**src/rtl/shaper_pkg.sv**
```systemverilog
// Shared types and sizes for the trapezoidal shaper datapath.
// Used by the peak sampler and its output holding register.
package shaper_pkg;

    localparam int SIZE_SHAPER_DATA     = 16;
    localparam int SIZE_SHAPER_CONSTANT = 8;
    localparam int SIZE_EVENT_COUNT     = 16;

    typedef enum logic [1:0] {
        IDLE,
        RISE,
        FLAT,
        FALL
    } peak_state_t;

    typedef struct packed {
        logic signed [SIZE_SHAPER_DATA-1:0] amplitude;
        logic                               pile_up;
    } peak_result_t;

endpackage

```
**src/rtl/shaper_result_reg.sv**
```systemverilog
// One-entry valid/ready holding register for finished peak results.
// full means a load this cycle would overwrite an unaccepted result.
module shaper_result_reg
    import shaper_pkg::*;
(
    input  logic         clk,
    input  logic         reset,
    input  logic         load,
    input  peak_result_t load_data,
    input  logic         accept,
    output logic         valid,
    output peak_result_t data,
    output logic         full
);

    logic         valid_q, valid_d;
    peak_result_t data_q, data_d;

    always_comb begin
        valid_d = load | (valid_q & ~accept);
        data_d  = load ? load_data : data_q;
    end

    always_ff @(posedge clk) begin
        if (reset) begin
            valid_q <= 1'b0;
            data_q  <= '0;
        end else begin
            valid_q <= valid_d;
            data_q  <= data_d;
        end
    end

    assign valid = valid_q;
    assign data  = data_q;
    assign full  = valid_q & ~accept;

endmodule

```
**src/rtl/trapez_peak_sampler.sv**
```systemverilog
// Detects trapezoid pulses over threshold, samples the flat-top centre and
// hands each result (amplitude + pile-up) to the histogram logic via valid/ready.
module trapez_peak_sampler
    import shaper_pkg::*;
#(
    parameter int SIZE_SHAPER_DATA     = shaper_pkg::SIZE_SHAPER_DATA,
    parameter int SIZE_SHAPER_CONSTANT = shaper_pkg::SIZE_SHAPER_CONSTANT,
    parameter int SIZE_EVENT_COUNT     = shaper_pkg::SIZE_EVENT_COUNT
) (
    input  logic                               clk,
    input  logic                               reset,
    input  logic                               enable,
    input  logic                               pulse_time,
    input  logic signed [SIZE_SHAPER_DATA-1:0] shaper_data,
    input  logic [SIZE_SHAPER_CONSTANT-1:0]    k_trapez,
    input  logic [SIZE_SHAPER_CONSTANT-1:0]    l_trapez,
    input  logic signed [SIZE_SHAPER_DATA-1:0] threshold,
    input  logic                               peak_ready,
    output logic signed [SIZE_SHAPER_DATA-1:0] peak_data,
    output logic                               peak_valid,
    output logic                               pile_up,
    output logic [SIZE_EVENT_COUNT-1:0]        event_count,
    output logic                               overrun
);

    // One extra bit so k+2 never wraps.
    localparam int CW = SIZE_SHAPER_CONSTANT + 1;

    peak_state_t                        state_q, state_d;
    logic [CW-1:0]                      cnt_q, cnt_d;
    logic signed [SIZE_SHAPER_DATA-1:0] sample_q, sample_d;
    logic                               ev_pile_q, ev_pile_d;
    logic                               pt_q;
    logic [SIZE_EVENT_COUNT-1:0]        event_count_q, event_count_d;
    logic                               overrun_q, overrun_d;

    logic          above, pt_rise, in_event;
    logic          capture, finish, timeout, load, full;
    logic [CW-1:0] k_eff, half_l, l_last;
    peak_result_t  result_in, result_out;

    assign above    = shaper_data > threshold;
    assign pt_rise  = pulse_time & ~pt_q;
    assign in_event = (state_q != IDLE);
    assign k_eff    = (k_trapez == '0) ? CW'(1) : {1'b0, k_trapez};
    assign half_l   = {2'b00, l_trapez[SIZE_SHAPER_CONSTANT-1:1]};
    assign l_last   = (l_trapez == '0) ? '0 : ({1'b0, l_trapez} - CW'(1));

    always_ff @(posedge clk) begin
        if (reset) begin
            state_q       <= IDLE;
            cnt_q         <= '0;
            sample_q      <= '0;
            ev_pile_q     <= 1'b0;
            pt_q          <= 1'b0;
            event_count_q <= '0;
            overrun_q     <= 1'b0;
        end else begin
            state_q       <= state_d;
            cnt_q         <= cnt_d;
            sample_q      <= sample_d;
            ev_pile_q     <= ev_pile_d;
            pt_q          <= pulse_time;
            event_count_q <= event_count_d;
            overrun_q     <= overrun_d;
        end
    end

    always_comb begin
        state_d = state_q;
        case (state_q)
            IDLE: if (enable && above) state_d = RISE;
            RISE: begin
                if (!enable || !above)        state_d = IDLE;
                else if (cnt_q == k_eff - 1'b1) state_d = FLAT;
            end
            FLAT: begin
                if (!enable)               state_d = IDLE;
                else if (cnt_q >= l_last)  state_d = FALL;
            end
            FALL: begin
                if (!enable || !above || cnt_q == k_eff + 2'd2) state_d = IDLE;
            end
            default: state_d = IDLE;
        endcase
        cnt_d = (state_d != state_q || state_q == IDLE) ? '0 : cnt_q + 1'b1;
    end

    always_comb begin
        capture = (state_q == FLAT) && enable && (cnt_q == half_l);
        timeout = (state_q == FALL) && enable && above && (cnt_q == k_eff + 2'd2);
        finish  = (state_q == FALL) && enable && (!above || timeout);
        load    = finish && !full;

        sample_d = capture ? shaper_data : sample_q;

        ev_pile_d = ev_pile_q;
        if (state_q == IDLE && enable && above) ev_pile_d = 1'b0;
        else if (in_event && (pt_rise || timeout)) ev_pile_d = 1'b1;

        // An edge landing on the finish cycle still belongs to this event.
        result_in.amplitude = sample_q;
        result_in.pile_up   = ev_pile_q | (in_event & pt_rise) | timeout;

        event_count_d = event_count_q + SIZE_EVENT_COUNT'(load);
        overrun_d     = overrun_q | (finish & full);
    end

    shaper_result_reg u_result_reg (
        .clk       (clk),
        .reset     (reset),
        .load      (load),
        .load_data (result_in),
        .accept    (peak_ready),
        .valid     (peak_valid),
        .data      (result_out),
        .full      (full)
    );

    assign peak_data   = result_out.amplitude;
    assign pile_up     = result_out.pile_up;
    assign event_count = event_count_q;
    assign overrun     = overrun_q;

endmodule

```
**config.mk**
```make
export PLATFORM = sky130hd
export DESIGN_NAME = trapez_peak_sampler
export DESIGN_NICKNAME = d
export VERILOG_FILES = /design/src/rtl/shaper_pkg.sv /design/src/rtl/shaper_result_reg.sv /design/src/rtl/trapez_peak_sampler.sv
export SDC_FILE = /design/constraint.sdc
export NUM_CORES = 1
export LEC_CHECK = 0
export CAP_MARGIN = 20
export CELL_PAD_IN_SITES_DETAIL_PLACEMENT = 0
export CELL_PAD_IN_SITES_GLOBAL_PLACEMENT = 2
export CORE_MARGIN = 2
export CORE_UTILIZATION = 33
export CTS_BUF_LIST = sky130_fd_sc_hd__clkbuf_8
export DETAILED_ROUTE_END_ITERATION = 12
export GPL_TIMING_DRIVEN = 0
export PLACE_DENSITY_LB_ADDON = 0.15
export SYNTH_ARGS = -nofsm -noshare
export SYNTH_HDL_FRONTEND = slang
export SYNTH_HIERARCHICAL = 1
export SYNTH_SLANG_ARGS = --single-unit
```
**constraint.sdc**
```tcl
create_clock -name clk -period 12.6 [get_ports clk]
set_clock_uncertainty 0.15 [all_clocks]
set_input_delay 3.78 -clock clk [delete_from_list [all_inputs] [get_ports clk]]
set_output_delay 3.78 -clock clk [all_outputs]
set_load 0.01 [all_outputs]
```
==> results list <==
* First-pass GRT wire length: 16.2 mm
* Type of the tightest min-delay check: reg2reg
- Final critical-path share of the clock period: 60.6%
- In the final layout, the multi-input gates occupy 2330 um^2.
* Max Freq: 131 MHz
* Rel. slew slack: 65.2%
- In this run the power density over the cells is 92.4 nW/um^2.
- The first routing iteration left 163 violations.
* Async S/R FF share, synth: 0%
* Max Cap Viol: 0
- Number of detailed-route iterations in the first pass: 4
- Post-synthesis cell type count: 60
- Area delta synth->final: 33.6%
- For the worst setup path, the data required time is 12720 ps.
* Maximum root-to-sink buffer count: 2
- Final number of max-transition violations: 0
- WP data arrival: 7760 ps
* Number of setup violations in the final report: 0
- Sequential cell area: 1280 um^2
- After clock tree synthesis, the flow added hold-fix buffers numbering 0.
- For this design, the sink count on the clock tree is 64.
- Routability-driven placement finished with a final weighted congestion of 0.767.
- Slew @ Worst Pin: 523 ps
- Setup repair after global routing left no endpoint under its margin.
* Hpwl dp: 7.63 mm
- Global routing consumed, on the met1 layer, 21.8% of the routing resources.
- The biggest area contributor in the post-synthesis netlist is sky130_fd_sc_hd__dfxtp_1.
- In the global route stage, met3 resource usage came out at 4.19%.
* Num rows: 39
- Summed over all cells, the static leakage comes to 0.00203 uW.
- The worst setup path is captured at a flop.
- Entering global routing, the biggest net connects 13 pins.
- Worst Reg-to-Reg Cells: 12
- TritonCTS built the clock tree.
- In the routed design, unresolved DRC markers number 0.
- Clock Pin Slew Worst Setup and Hold Paths: 70 ps
- The most used flip-flop cell after synthesis is sky130_fd_sc_hd__dfxtp_1.
* Top cell type's share of synthesized area: 33.4%
* Die Footprint: 12500 um^2
- After detailed routing, the average wire length per cell comes to 14.3 um.
- Setup repair bufs after CTS: 0
* Category of the most critical setup path: in2reg
* IO Count: 88
- Total power for the finished layout comes to 474 uW.
- Along the worst hold path, the cell count comes to 2.
* Vias per cell: 4.85
- Number of hold-slack violations in the final timing report: 0
- Top library cells by usage in the layout, fill and taps aside: 86 x sky130_fd_sc_hd__clkdlybuf4s50_1, 64 x sky130_fd_sc_hd__nor2_1, 64 x sky130_fd_sc_hd__dfxtp_1, 34 x sky130_fd_sc_hd__mux2i_1, 33 x sky130_fd_sc_hd__xor2_1
* Global Route met2 Usage: 25.2%
- Level count of the clock H-tree: 3
* Overflow left after global routing: 0
* Total detailed-routing wirelength: 9.74 mm
* Proportion of layout cells with a drive suffix above 1: 6.11%
- Measured on the finished design, the core utilization comes to 45.1%.
- Area contributors post-synth: sky130_fd_sc_hd__dfxtp_1 33%, sky130_fd_sc_hd__ha_1 10%, sky130_fd_sc_hd__mux2i_1 8.9%
* Number of synthesized register bits: 64
- The count of nets left with antenna violations once routing finished came out at 0.
* Via count: 3312
* Most utilized layer in the global route result: met2
- Gates resized during post-CTS repair numbered 0.
* Skew-Pair Late Insertion Delay: 340 ps
* Number of inserted filler cells in the final layout: 1178
- The worst path needs 7640 ps of the cycle, external delays included.
- VDD sags by at most 0.0000456 V.
- Summing every instance area after synthesis gives 3840 um^2.
- Share of synthesized area occupied by flip-flops and latches: 33.4%
* Warning count from the yosys run: 6
* Critical path launch point type: input pin
* Syn Area/Cell: 8.79 um^2
- Result of the run: completed
- Nets: 619
* All-layer global routing usage: 15.9%
- Core area: 11400 um^2
* IO Port Bufs: 86
* Synthesized netlist net count: 521
- Horizontal die dimension: 112 um
- Cell at the root of the clock tree: sky130_fd_sc_hd__clkbuf_8
- Starting utilization of the core area: 33.8%
- Yosys mapped a number of flops with a built-in enable equal to 0.
* N_diodes: 0
- For the final routed database, the setup TNS stands at 0 ps.
* Most common cell after layout, fill and taps aside: sky130_fd_sc_hd__clkdlybuf4s50_1
- Synthesis handed over a netlist of 437 instances.
- TritonCTS Buffers: 9
- The via count of the first global-routing pass was 3271.
- Die height: 112 um
- The initial antenna violation count is 0.
* Worst-path maximum fanout: 6
[routing by layer]
| layer | part of all wire (%) | vias to the layer above |
|---|---|---|
| li1 | - | 1728 |
| met1 | 50 | 1515 |
| met2 | 45 | 59 |
| met3 | 4.4 | 10 |
| met4 | 0.82 | 0 |
| met5 | 0 | - |
[logic make-up (layout without fill, tap and decap cells)]
group | after synthesis | count (layout) | share of synthesized area, %
adder cells (fa/ha/maj) | 31 | 31 | 10.1
flip-flops | 64 | 64 | 33.4
AO/OA/AOI/OAI | 61 | 61 | 11.6
buffers and inverters | 51 | 154 | 6.06
AND/OR/NAND/NOR | 152 | 152 | 20.1
XOR/XNOR | 42 | 42 | 9.58
other | 1 | 1 | 0.0976
multiplexers | 35 | 35 | 9.15
[area by class of cell]
class                      instances  area share [%]
sequential                        64            25.0
clock buffer                       9            2.41
tap                              143            3.49
inverter                          28            2.05
clock inverter                     7            2.34
buffer                            23            2.49
multi-input combinational        322            45.3
timing repair buffer              87            16.9
[metrics by stage]
| step | setup slack [ps] | cells | instance area [um^2] | hold WS (ps) |
|---|---|---|---|---|
| final | 4960 | 683 | 5130 | 344 |
| after global routing | 4510 | 683 | 5130 | 372 |
| after CTS | 4930 | 683 | 5130 | 342 |
| after detailed placement | 4570 | 667 | 4890 | 314 |
| after global placement | 4620 | 666 | 4880 | 317 |
| after floorplan | 5730 | 437 | 3840 | 310 |
[where the power goes]
part,internal [uW],switching [uW]
clock,132,83.2
sequential,203,0.395
combinational,28.5,27.9
total,363,111
[critical path: stages]
cell                              delay [ps]
sky130_fd_sc_hd__clkdlybuf4s50_1         550
sky130_fd_sc_hd__and4_1                  270
sky130_fd_sc_hd__buf_2                   150
sky130_fd_sc_hd__a311o_1                 350
sky130_fd_sc_hd__a211o_1                 320
sky130_fd_sc_hd__nor4_2                  460
sky130_fd_sc_hd__o2111a_1                250
sky130_fd_sc_hd__nor2b_1                 270
sky130_fd_sc_hd__ha_1                    220
sky130_fd_sc_hd__and3_1                  160
sky130_fd_sc_hd__clkbuf_1                260
sky130_fd_sc_hd__nand3_1                 180
sky130_fd_sc_hd__or3_1                   360
sky130_fd_sc_hd__a21oi_1                 140
[sequential cells by signal, summed over array words and instances, names as in the netlist]
signal,flops
event_count,16
u_result_reg/data,17
pt_q,1
u_result_reg/valid,1
overrun,1
cnt_q,9
state_q,2
ev_pile_q,1
sample_q,16
[final timing paths]
path                                    from                    end  slack, ps
worst max-delay path             k_trapez[4]        event_count[15]       4960
worst min-delay path            sample_q[13]  u_result_reg/data[14]        340
worst max register to register      cnt_q[7]        event_count[15]       8740
worst min register to register  sample_q[13]  u_result_reg/data[14]        340
[synthesized netlist by cell type, types with 4 or more instances]
master	count
sky130_fd_sc_hd__a211oi_1	12
sky130_fd_sc_hd__a21o_1	4
sky130_fd_sc_hd__a21oi_1	12
sky130_fd_sc_hd__a31oi_1	4
sky130_fd_sc_hd__and2_1	4
sky130_fd_sc_hd__and3_1	4
sky130_fd_sc_hd__and4_1	5
sky130_fd_sc_hd__buf_1	4
sky130_fd_sc_hd__buf_2	4
sky130_fd_sc_hd__clkbuf_1	10
sky130_fd_sc_hd__dfxtp_1	64
sky130_fd_sc_hd__ha_1	31
sky130_fd_sc_hd__inv_1	28
sky130_fd_sc_hd__mux2i_1	34
sky130_fd_sc_hd__nand2_1	23
sky130_fd_sc_hd__nand3_1	11
sky130_fd_sc_hd__nand4_1	11
sky130_fd_sc_hd__nor2_1	64
sky130_fd_sc_hd__nor2b_1	6
sky130_fd_sc_hd__nor3_1	5
sky130_fd_sc_hd__nor4_1	4
sky130_fd_sc_hd__o21ai_0	6
sky130_fd_sc_hd__xnor2_1	9
sky130_fd_sc_hd__xor2_1	33
Power figures use the tool's default switching activity.
